`src/rtl/vga_pkg.sv`:
```
// -----------------------------------------------------------------------------
// vga_pkg
// Shared types and constants for the VGA raster engine.
//   rgb_t      : 24-bit {R,G,B} colour
//   vga_ctl_t  : raw timing controls {act, hs, vs}, positive sense
//   colour constants and the test-pattern bar palette lookup
// Optional feature macro used by the engine: VGA_TESTPAT_EN
// -----------------------------------------------------------------------------
package vga_pkg;

    typedef logic [23:0] rgb_t;

    typedef struct packed {
        logic act;
        logic hs;
        logic vs;
    } vga_ctl_t;

    localparam rgb_t BLUE    = 24'h0000FF;
    localparam rgb_t WHITE   = 24'hFFFFFF;
    localparam rgb_t ORANGE  = 24'hFF8000;
    localparam rgb_t YELLOW  = 24'hFFFF00;
    localparam rgb_t GREEN   = 24'h00FF00;
    localparam rgb_t DARK    = 24'h202020;
    localparam rgb_t CYAN    = 24'h00FFFF;
    localparam rgb_t MAGENTA = 24'hFF00FF;
    localparam rgb_t RED     = 24'hFF0000;
    localparam rgb_t BLACK   = 24'h000000;

    // Colour bars, left to right across the visible line.
    function automatic rgb_t bar_color(input logic [2:0] idx);
        rgb_t c;
        case (idx)
            3'd0:    c = WHITE;
            3'd1:    c = YELLOW;
            3'd2:    c = CYAN;
            3'd3:    c = GREEN;
            3'd4:    c = MAGENTA;
            3'd5:    c = RED;
            3'd6:    c = BLUE;
            default: c = BLACK;
        endcase
        return c;
    endfunction

endpackage

```
`src/rtl/vga_pix_delay.sv`:
```
// -----------------------------------------------------------------------------
// vga_pix_delay
// Pixel-rate delay line: DEPTH stages advanced only when i_ce is high.
// DEPTH = 0 degenerates to a straight wire.
// Ports:
//   clk    in   system clock
//   rst_n  in   synchronous clear, active-low (all stages to 0)
//   i_ce   in   pixel clock-enable
//   i_d    in   W-bit data in
//   o_q    out  W-bit data delayed by DEPTH enabled ticks
// -----------------------------------------------------------------------------
module vga_pix_delay #(
    parameter int DEPTH = 1,
    parameter int W     = 1
) (
    input  logic         clk,
    input  logic         rst_n,
    input  logic         i_ce,
    input  logic [W-1:0] i_d,
    output logic [W-1:0] o_q
);

    generate
        if (DEPTH == 0) begin : g_wire
            logic w_unused;
            assign w_unused = &{1'b0, clk, rst_n, i_ce};
            assign o_q      = i_d;
        end else begin : g_sr
            logic [W-1:0] r_sr [DEPTH];

            always_ff @(posedge clk) begin
                if (!rst_n) begin
                    for (int i = 0; i < DEPTH; i++) r_sr[i] <= '0;
                end else if (i_ce) begin
                    r_sr[0] <= i_d;
                    for (int i = 1; i < DEPTH; i++) r_sr[i] <= r_sr[i-1];
                end
            end

            assign o_q = r_sr[DEPTH-1];
        end
    endgenerate

endmodule

```
`src/rtl/vga_timing_core.sv`:
```
// -----------------------------------------------------------------------------
// vga_timing_core
// VGA raster engine: pixel clock-enable, H/V counters, line/frame strobes,
// frame counter, delayed sync/blank, and 1-bit pixel to 24-bit RGB merge.
// Optional feature: define VGA_TESTPAT_EN to replace the pixel merge with
// eight vertical colour bars (pix_on/fg_color/bg_color then ignored).
// Ports:
//   clk, rst_n          clock, synchronous active-low reset
//   pix_on              renderer bit for the coordinate issued PIPE_LAT ticks ago
//   fg_color, bg_color  colours for pix_on = 1 / 0
//   pix_ce              one-clk pulse every PIX_DIV clks
//   x, y                coordinate counters (stable between pix_ce pulses)
//   line_start          pulse with pix_ce when x == 0
//   frame_start         pulse with pix_ce when x == 0 and y == 0
//   frame_cnt           frames started since reset (wraps)
//   hsync, vsync        delayed syncs, polarity per HS_POL / VS_POL
//   active              delayed display enable
//   rgb                 pixel colour, zero while not active
// -----------------------------------------------------------------------------
module vga_timing_core
    import vga_pkg::*;
#(
    parameter int H_ACTIVE = 640,
    parameter int H_FP     = 16,
    parameter int H_SYNC   = 96,
    parameter int H_BP     = 48,
    parameter int V_ACTIVE = 480,
    parameter int V_FP     = 10,
    parameter int V_SYNC   = 2,
    parameter int V_BP     = 33,
    parameter bit HS_POL   = 1'b0,
    parameter bit VS_POL   = 1'b0,
    parameter int PIX_DIV  = 2,
    parameter int PIPE_LAT = 1,
    parameter int CW       = 11
) (
    input  logic          clk,
    input  logic          rst_n,
    input  logic          pix_on,
    input  logic [23:0]   fg_color,
    input  logic [23:0]   bg_color,
    output logic          pix_ce,
    output logic [CW-1:0] x,
    output logic [CW-1:0] y,
    output logic          line_start,
    output logic          frame_start,
    output logic [7:0]    frame_cnt,
    output logic          hsync,
    output logic          vsync,
    output logic          active,
    output logic [23:0]   rgb
);

    localparam int H_TOTAL  = H_ACTIVE + H_FP + H_SYNC + H_BP;
    localparam int V_TOTAL  = V_ACTIVE + V_FP + V_SYNC + V_BP;
    localparam int HS_FIRST = H_ACTIVE + H_FP;
    localparam int HS_LAST  = H_ACTIVE + H_FP + H_SYNC - 1;
    localparam int VS_FIRST = V_ACTIVE + V_FP;
    localparam int VS_LAST  = V_ACTIVE + V_FP + V_SYNC - 1;
    localparam int DIV_W    = (PIX_DIV > 1) ? $clog2(PIX_DIV) : 1;

    logic [DIV_W-1:0] r_div;
    logic             r_pix_ce;
    logic [CW-1:0]    r_x, r_y;
    logic             r_line_start, r_frame_start;
    logic [7:0]       r_frame_cnt;
    logic             r_hsync, r_vsync, r_active;
    rgb_t             r_rgb;

    logic             w_tick;
    logic [CW-1:0]    w_x_next, w_y_next;
    vga_ctl_t         w_ctl_raw, w_ctl_dly;
    rgb_t             w_pix_rgb;

    assign w_tick = (r_div == DIV_W'(PIX_DIV - 1));

    // x/y hold the coordinate presented during a pix_ce cycle and step at the
    // end of it, so the strobes look at the value x/y will hold next cycle.
    always_comb begin
        w_x_next = r_x;
        w_y_next = r_y;
        if (r_pix_ce) begin
            if (r_x == CW'(H_TOTAL - 1)) begin
                w_x_next = '0;
                if (r_y == CW'(V_TOTAL - 1)) w_y_next = '0;
                else                         w_y_next = r_y + 1'b1;
            end else begin
                w_x_next = r_x + 1'b1;
            end
        end
    end

    // ---- stage: divider, coordinates, strobes ----
    always_ff @(posedge clk) begin
        if (!rst_n) begin
            r_div         <= '0;
            r_pix_ce      <= 1'b0;
            r_x           <= '0;
            r_y           <= '0;
            r_line_start  <= 1'b0;
            r_frame_start <= 1'b0;
            r_frame_cnt   <= '0;
        end else begin
            r_div         <= w_tick ? '0 : r_div + 1'b1;
            r_pix_ce      <= w_tick;
            r_x           <= w_x_next;
            r_y           <= w_y_next;
            r_line_start  <= w_tick && (w_x_next == '0);
            r_frame_start <= w_tick && (w_x_next == '0) && (w_y_next == '0);
            if (w_tick && (w_x_next == '0) && (w_y_next == '0))
                r_frame_cnt <= r_frame_cnt + 1'b1;
        end
    end

    always_comb begin
        w_ctl_raw     = '0;
        w_ctl_raw.act = (r_x < CW'(H_ACTIVE)) && (r_y < CW'(V_ACTIVE));
        w_ctl_raw.hs  = (r_x >= CW'(HS_FIRST)) && (r_x <= CW'(HS_LAST));
        w_ctl_raw.vs  = (r_y >= VS_FIRST[CW-1:0]) && (r_y <= VS_LAST[CW-1:0]);
    end

    // Timing controls travel at pixel rate so they meet the renderer result.
    vga_pix_delay #(
        .DEPTH (PIPE_LAT),
        .W     ($bits(vga_ctl_t))
    ) u_ctl_dly (
        .clk   (clk),
        .rst_n (rst_n),
        .i_ce  (r_pix_ce),
        .i_d   (w_ctl_raw),
        .o_q   (w_ctl_dly)
    );

`ifdef VGA_TESTPAT_EN
    logic [CW-1:0] w_x_dly;
    logic [CW+2:0] w_x8;
    logic [2:0]    w_bar_idx;
    logic          w_unused_tp;

    // The bar index needs the x that belongs to the delayed pixel.
    vga_pix_delay #(
        .DEPTH (PIPE_LAT),
        .W     (CW)
    ) u_x_dly (
        .clk   (clk),
        .rst_n (rst_n),
        .i_ce  (r_pix_ce),
        .i_d   (r_x),
        .o_q   (w_x_dly)
    );

    assign w_x8        = {w_x_dly, 3'b000};
    assign w_bar_idx   = 3'(w_x8 / (CW+3)'(H_ACTIVE));
    assign w_unused_tp = &{1'b0, pix_on, fg_color, bg_color};

    always_comb begin
        w_pix_rgb = '0;
        if (w_ctl_dly.act) w_pix_rgb = bar_color(w_bar_idx);
    end
`else
    always_comb begin
        w_pix_rgb = '0;
        if (w_ctl_dly.act) w_pix_rgb = pix_on ? fg_color : bg_color;
    end
`endif

    // ---- stage: output register (sync, blank, colour) ----
    always_ff @(posedge clk) begin
        if (!rst_n) begin
            r_hsync  <= ~HS_POL;
            r_vsync  <= ~VS_POL;
            r_active <= 1'b0;
            r_rgb    <= '0;
        end else if (r_pix_ce) begin
            r_hsync  <= w_ctl_dly.hs ? HS_POL : ~HS_POL;
            r_vsync  <= w_ctl_dly.vs ? VS_POL : ~VS_POL;
            r_active <= w_ctl_dly.act;
            r_rgb    <= w_pix_rgb;
        end
    end

    assign pix_ce      = r_pix_ce;
    assign x           = r_x;
    assign y           = r_y;
    assign line_start  = r_line_start;
    assign frame_start = r_frame_start;
    assign frame_cnt   = r_frame_cnt;
    assign hsync       = r_hsync;
    assign vsync       = r_vsync;
    assign active      = r_active;
    assign rgb         = r_rgb;

endmodule
```
`config.mk`:
```
export PLATFORM = sky130hd
export DESIGN_NAME = vga_timing_core
export DESIGN_NICKNAME = d
export VERILOG_FILES = /design/src/rtl/vga_pkg.sv /design/src/rtl/vga_pix_delay.sv /design/src/rtl/vga_timing_core.sv
export SDC_FILE = /design/constraint.sdc
export NUM_CORES = 1
export LEC_CHECK = 0
export CORE_ASPECT_RATIO = 2
export CORE_UTILIZATION = 47
export CTS_CLUSTER_DIAMETER = 60
export CTS_CLUSTER_SIZE = 28
export DETAILED_ROUTE_END_ITERATION = 16
export HOLD_SLACK_MARGIN = 0.12
export PLACE_DENSITY_LB_ADDON = 0.3
export SYNTH_ARGS = -nofsm -noshare
export SYNTH_HDL_FRONTEND = slang
export SYNTH_HIERARCHICAL = 1
export SYNTH_SLANG_ARGS = --single-unit
```
`constraint.sdc`:
```
create_clock -name clk -period 3 [get_ports clk]
set_input_delay 0.6 -clock clk [delete_from_list [all_inputs] [get_ports clk]]
set_output_delay 0.6 -clock clk [all_outputs]
set_load 0.01 [all_outputs]
```
-- Word level (Yosys, flattened, before mapping)
Memory sizes are Yosys's and may differ from the RTL's.
Cells that the tools add are included.
- output and inout bits: 60
- register bits after elaboration: 61
- memories: 1
- word-level logic and storage cells: 49
- memory bits (writable): 3
- input port bits: 51
- reductions and logical operators: 9
- order comparisons: 6
- bitwise logic cells: 1
- mux-type cells: 15
- equality and inequality tests: 2
- add/sub/neg operators: 4
- memory list (name ; words ; bits a word ; read ports ; clocked after memory_dff ; wr ports ; RTL line ; text):
    u_ctl_dly.g_sr.r_sr ; 1 ; 3 ; 1 ; 0 ; 1 ; vga_pix_delay.sv:29 ; logic [W-1:0] r_sr [DEPTH];
- operators by type and width (kind ; number):
    $mux 11 ; 5
    $mux 24 ; 2
    $add 11x1->11 const B ; 2
    $eq 11x10->1 const B ; 2
    $logic_not 11->1 ; 2
    $ge 11x10->1 const B ; 1
    $ge 11x9->1 const B ; 1
    $le 11x10->1 const B ; 1
    $le 11x9->1 const B ; 1
    $lt 11x10->1 const B ; 1
    $lt 11x9->1 const B ; 1
    $add 8x1->8 const B ; 1
    $mux 1 ; 7
    $logic_and 1x1->1 ; 5
    $mux 3 ; 1
    $reduce_or 3->1 ; 1
    $reduce_or 2->1 ; 1
    $add 1x1->1 const B ; 1
    $not 1->1 ; 1

-- Longest topological paths before layout
- word-level depth: 6
- depth in mapped cells: 11
- depth with buffers taken out: 9

-- Modules after synthesis
Netlist, hierarchy kept.
- by module, submodules not included (module ; sequential area each (sq um) ; times used ; area an instance (sq um) ; cells each):
    vga_timing_core ; 1221.2 ; 1 ; 3348.2 ; 412
    vga_pix_delay ; 90.1 ; 1 ; 115.1 ; 7

-- Worst setup path before layout
No wires, ideal clock.
- path kind: reg2reg
- start point: register r_x[0], in the netlist x[0]
- end point: register r_frame_cnt[4], in the netlist frame_cnt[4]
- path slack: 0.296 ns
- arrival time: 2.632 ns
- library setup time: 0.072 ns
- cell stages (with the launch flop): 12
- period minus slack after synthesis: 2.704 ns
- data required time: 2.928 ns
- buffers on the path: 3
- path through: dfxtp_1 -> ha_1 -> clkbuf_2 -> and4_1 -> buf_2 -> nor3b_1 -> xnor2_1 -> nand3_1 -> or3_1 -> buf_2 -> nor4_1 -> mux2i_1
- longest elaborated chain between the ends: 6
- elaborated cells on any way between the ends: 10
- classes of those cells: add/sub (1); eq/ne (1); mux (4); reduce/logical (4)
- RTL lines (element ; RTL line ; text):
    start: declaration ; vga_timing_core.sv:64 ; logic [CW-1:0] r_x, r_y;
    start signal: assignment ; vga_timing_core.sv:106 ; r_x <= w_x_next;
    $add 11x1->11 or $eq 11x10->1 (tied branches) ; vga_timing_core.sv:88, vga_timing_core.sv:83 ;
    $mux 11 ; vga_timing_core.sv:83 ; if (r_x == CW'(H_TOTAL - 1)) begin
    $mux 11 ; vga_timing_core.sv:82 ; if (r_pix_ce) begin
    $logic_not 11->1 ; vga_timing_core.sv:110 ; if (w_tick && (w_x_next == '0) && (w_y_next == '0))
    $logic_and 1x1->1 ; vga_timing_core.sv:110 ;
    $logic_and 1x1->1 * ; vga_timing_core.sv:110 ;
    end signal: assignment ; vga_timing_core.sv:111 ; r_frame_cnt <= r_frame_cnt + 1'b1;
    end: declaration ; vga_timing_core.sv:66 ; logic [7:0] r_frame_cnt;
Mark *: on every way between the ends. The rest lies on a longest branch, timed or not.
A chain may end at the register's enable or synchronous reset.

-- Worst setup path after layout
- start point: register r_y[0], in the netlist y[0]
- end point: register r_frame_cnt[4], in the netlist frame_cnt[4]
- longest elaborated chain between the ends: 6
- elaborated cells on any way between the ends: 7
- classes of those cells: add/sub (1); eq/ne (1); mux (3); reduce/logical (2)
- RTL lines (element ; RTL line ; text):
    start: declaration ; vga_timing_core.sv:64 ;
    start signal: assignment ; vga_timing_core.sv:107 ; r_y <= w_y_next;
    $add 11x1->11 or $eq 11x10->1 (tied branches) ; vga_timing_core.sv:86, vga_timing_core.sv:85 ;
    $mux 11 ; vga_timing_core.sv:85 ; if (r_y == CW'(V_TOTAL - 1)) w_y_next = '0;
    $mux 11 ; vga_timing_core.sv:83 ;
    $mux 11 * ; vga_timing_core.sv:82 ;
    $logic_not 11->1 * ; vga_timing_core.sv:110 ;
    $logic_and 1x1->1 * ; vga_timing_core.sv:110 ;
Marked as above.

==> impl_results.md <==
* Crit path cell chain: ha_1 > and3_1 > nand4_4 > o31a_1 > a211oi_2 > nand4_4 > nor4_1 > mux2i_1
* Crit-path leading delay family: simple AND/OR/NAND/NOR gates
* Cell Area, Placed at 0.004631 sq mm
* Initial Util at 0.4802
* Min-delay worst type: reg2reg
* Final Setup Violations at 0
* Pins over their slew limit at 0
* CTS root buf: clkbuf_16
* Period utilisation layout at 0.9513
* GP Congestion at 0.8671
* Syn Area/Cell at 8.266 sq um
* P_leak at 1.866 nW
* Cell mode on critical path: nand4_4
* Library cells used by synthesis at 61
* First-pass GRT wire length at 14.68 mm
* Slew HR at 0.4714
* IO Pins at 111
* Crit path max fanout at 11
* H-tree levels at 3
* WHS at 452.1 ps
* Crit Path Class: reg2reg
* Synthesized instance count at 419
* Total iterations of the first detailed-routing run at 4
* #FFs+latches synth at 64
* CP peak stage delay at 510 ps
* Peak VDD IR at 0.3292 mV
* Clock power frac at 0.495
* Total CTS buffers at 9
* CP startpoint kind: register
* Antenna Cells at 0
* Post-synth EDFFs at 3
* Sw Pwr at 433.7 uW
* I/O Buffers at 110
* Top_reg_cell synth: dfxtp_1
* CTS tree: yes
* Switching fraction of total power at 0.2018
* Setup Skew at 5.536 ps
* Vias in the first global route at 3166
* Pwr Density at 434.4 mW/mm^2
* Final hold violation count at 0
* Nets@finish at 578
* Die Span X at 62.70 um
* Grt ovf at 0
* CORE AREA at 0.007212 sq mm
* Design Power at 2.149 mW
* Area grow syn2layout at 42.85%
* Placed insts at 603
* Synth Cell Area at 0.003463 sq mm
* Final Util at 0.6860
* Antenna violations before repair at 0
* Setup Fix Bufs, Post-CTS at 0
* Ys Warns at 6
* Die Y at 123.4 um
* Post-place setup slack at 194.0 ps
* Share of layout cells above drive strength 1 at 0.08539
* Post-synth ARST share at 0
* Internal cell power at 1.715 mW
* RSZ-0062 raised after global routing: false
* Synthesized Nets at 475
* Setup TNS at 0 ps
* Routed vias/inst at 5.383
* Final Instance Area at 0.004947 sq mm
* Worst setup EP type: register
* Max-cap violations at 0
* Row count at 44
* Critical Path AT at 3110 ps
* Worst Max-Slew Pin Slew at 790.9 ps
* Iter 0 DRT Violations at 110
* CP bufs+invs at 0
* Register share of total power at 0.412
* Sequential-to-total area share from yosys stat at 0.3786
* Comb pwr share at 0.093
* Num Clock Sinks at 64
* Peak Freq at 350.4 MHz
* CTS Hold Bufs at 0
* Via count at 3332
* Min cycle time layout at 2854 ps
* Slowest CP cell: dfxtp_1
* Tot GR Track Use at 0.2448
* Fin worst setup slack at 146.0 ps
* Final wirelength at 9.332 mm
* Die ar. at 0.007737 sq mm
* Status: finished, final reports clean
* Worst path required time at 3250 ps
* Largest net degree at the start of global routing at 44
* Clock transition at path regs at 50 ps
* Clock Latency Late Sink at 320 ps
* Routed len/inst at 15.08 um
* Residual DRC at 0
* Hpwl dp at 6.992 mm
* Max Root-Sink Buffers at 2
* Non-Filler Instances at 619
* Antenna Violating Nets Remaining at 0
-- cell usage in the layout (no fill, tap or decap), drive strengths merged, types with 3 or more instances in the layout --
| cell | netlist | routed |
|---|---|---|
| a211oi | 5 | 5 |
| a21oi | 35 | 35 |
| and2 | 3 | 3 |
| and3 | 11 | 11 |
| and4 | 5 | 5 |
| buf | 13 | 13 |
| clkbuf | 18 | 12 |
| clkdlybuf4s50 | 0 | 110 |
| clkinv | 1 | 3 |
| dfxtp | 61 | 61 |
| edfxtp | 3 | 3 |
| ha | 5 | 5 |
| inv | 12 | 12 |
| mux2i | 33 | 33 |
| nand2 | 28 | 28 |
| nand2b | 7 | 7 |
| nand3 | 13 | 13 |
| nand4 | 11 | 11 |
| nor2 | 76 | 76 |
| nor3 | 9 | 9 |
| nor4 | 12 | 12 |
| nor4b | 3 | 3 |
| o21ai | 12 | 12 |
| or3 | 3 | 3 |
| xnor2 | 9 | 9 |
| xor2 | 6 | 6 |
-- sequential cells by signal, indices dropped and copies added (netlist names) --
register             count
pix_ce                   1
vsync                    1
rgb                     24
hsync                    1
line_start               1
frame_start              1
u_ctl_dly/g_sr.r_sr      3
active                   1
frame_cnt                8
y                       11
x                       11
r_div                    1
-- final timing paths --
check,endpoint,cells past startpoint,start,slack [ps]
worst max-delay path,frame_cnt[4],8,y[0],150
worst min-delay path,r_div,1,r_div,450
worst max register to register,frame_cnt[4],8,y[0],150
worst min register to register,r_div,1,r_div,450
-- what timing repair did --
| action | 4_1_cts | 5_1_grt |
|---|---|---|
| endpoints found under the setup margin | 0 | 8 |
| gates resized for setup | 0 | 4 |
| hold endpoints to repair | 0 | 0 |
-- area by class of cell --
class / instances / area [sq um]
sequential: 64 / 1311
clock inverter: 4 / 70.07
multi-input combinational: 311 / 1967
timing repair buffer: 123 / 1199
fill: 588 / 2265
inverter: 13 / 48.80
tap: 92 / 115.1
clock buffer: 12 / 236.5
-- cells in the mapped netlist (all sizes together) (2+ instances only) --
| cell | number | share of area |
|---|---|---|
| and3 | 11 | 0.020 |
| dfxtp | 61 | 0.35 |
| nor4 | 12 | 0.026 |
| o211ai | 2 | 0.0043 |
| a211oi | 5 | 0.012 |
| nand2 | 28 | 0.030 |
| nand2b | 7 | 0.013 |
| xnor2 | 9 | 0.023 |
| nor2 | 76 | 0.082 |
| o21bai | 2 | 0.0054 |
| ha | 5 | 0.018 |
| buf | 13 | 0.022 |
| a21oi | 35 | 0.052 |
| o21ai | 12 | 0.017 |
| nor4b | 3 | 0.0094 |
| or3 | 3 | 0.0061 |
| nand3 | 13 | 0.019 |
| or2 | 2 | 0.0036 |
| nor3 | 9 | 0.013 |
| edfxtp | 3 | 0.026 |
| a21o | 2 | 0.0065 |
| and4 | 5 | 0.013 |
| and2 | 3 | 0.0054 |
| nand4 | 11 | 0.029 |
| xor2 | 6 | 0.015 |
| inv | 12 | 0.013 |
| o31a | 2 | 0.0051 |
| mux2i | 33 | 0.099 |
| a311oi | 2 | 0.0051 |
| clkbuf | 18 | 0.020 |
-- power groups by stage --
stage	clock, mW	sequential (mW)	combinational (mW)
after floorplan	0	0.909	0.0825
after global placement	0	0.901	0.198
after detailed placement	0	0.902	0.201
after CTS	1.09	0.884	0.203
after global routing	1.13	0.885	0.218
final	1.06	0.885	0.201
-- logic make-up (layout without fill, tap and decap cells) --
kind of cell    after synthesis  count (layout)  synth area share
compound gates               69              69            0.1257
xor+xnor                     15              15           0.03793
fa+ha+maj                     5               5           0.01806
buf+inv                      44             152           0.05635
flops                        64              64            0.3786
mux                          33              33           0.09899
simple gates                189             189            0.2843
-- routing by layer --
layer  wire length [um]  share of wire  up-vias  track usage
li1                   -              -     1674            -
met1               3376           0.36     1484       0.2233
met2               4866           0.52      141       0.4572
met3                610          0.065       33      0.06365
met4                479          0.051        0       0.1817
met5                  0              0        -            0
(Power assumes the default switching activity.)
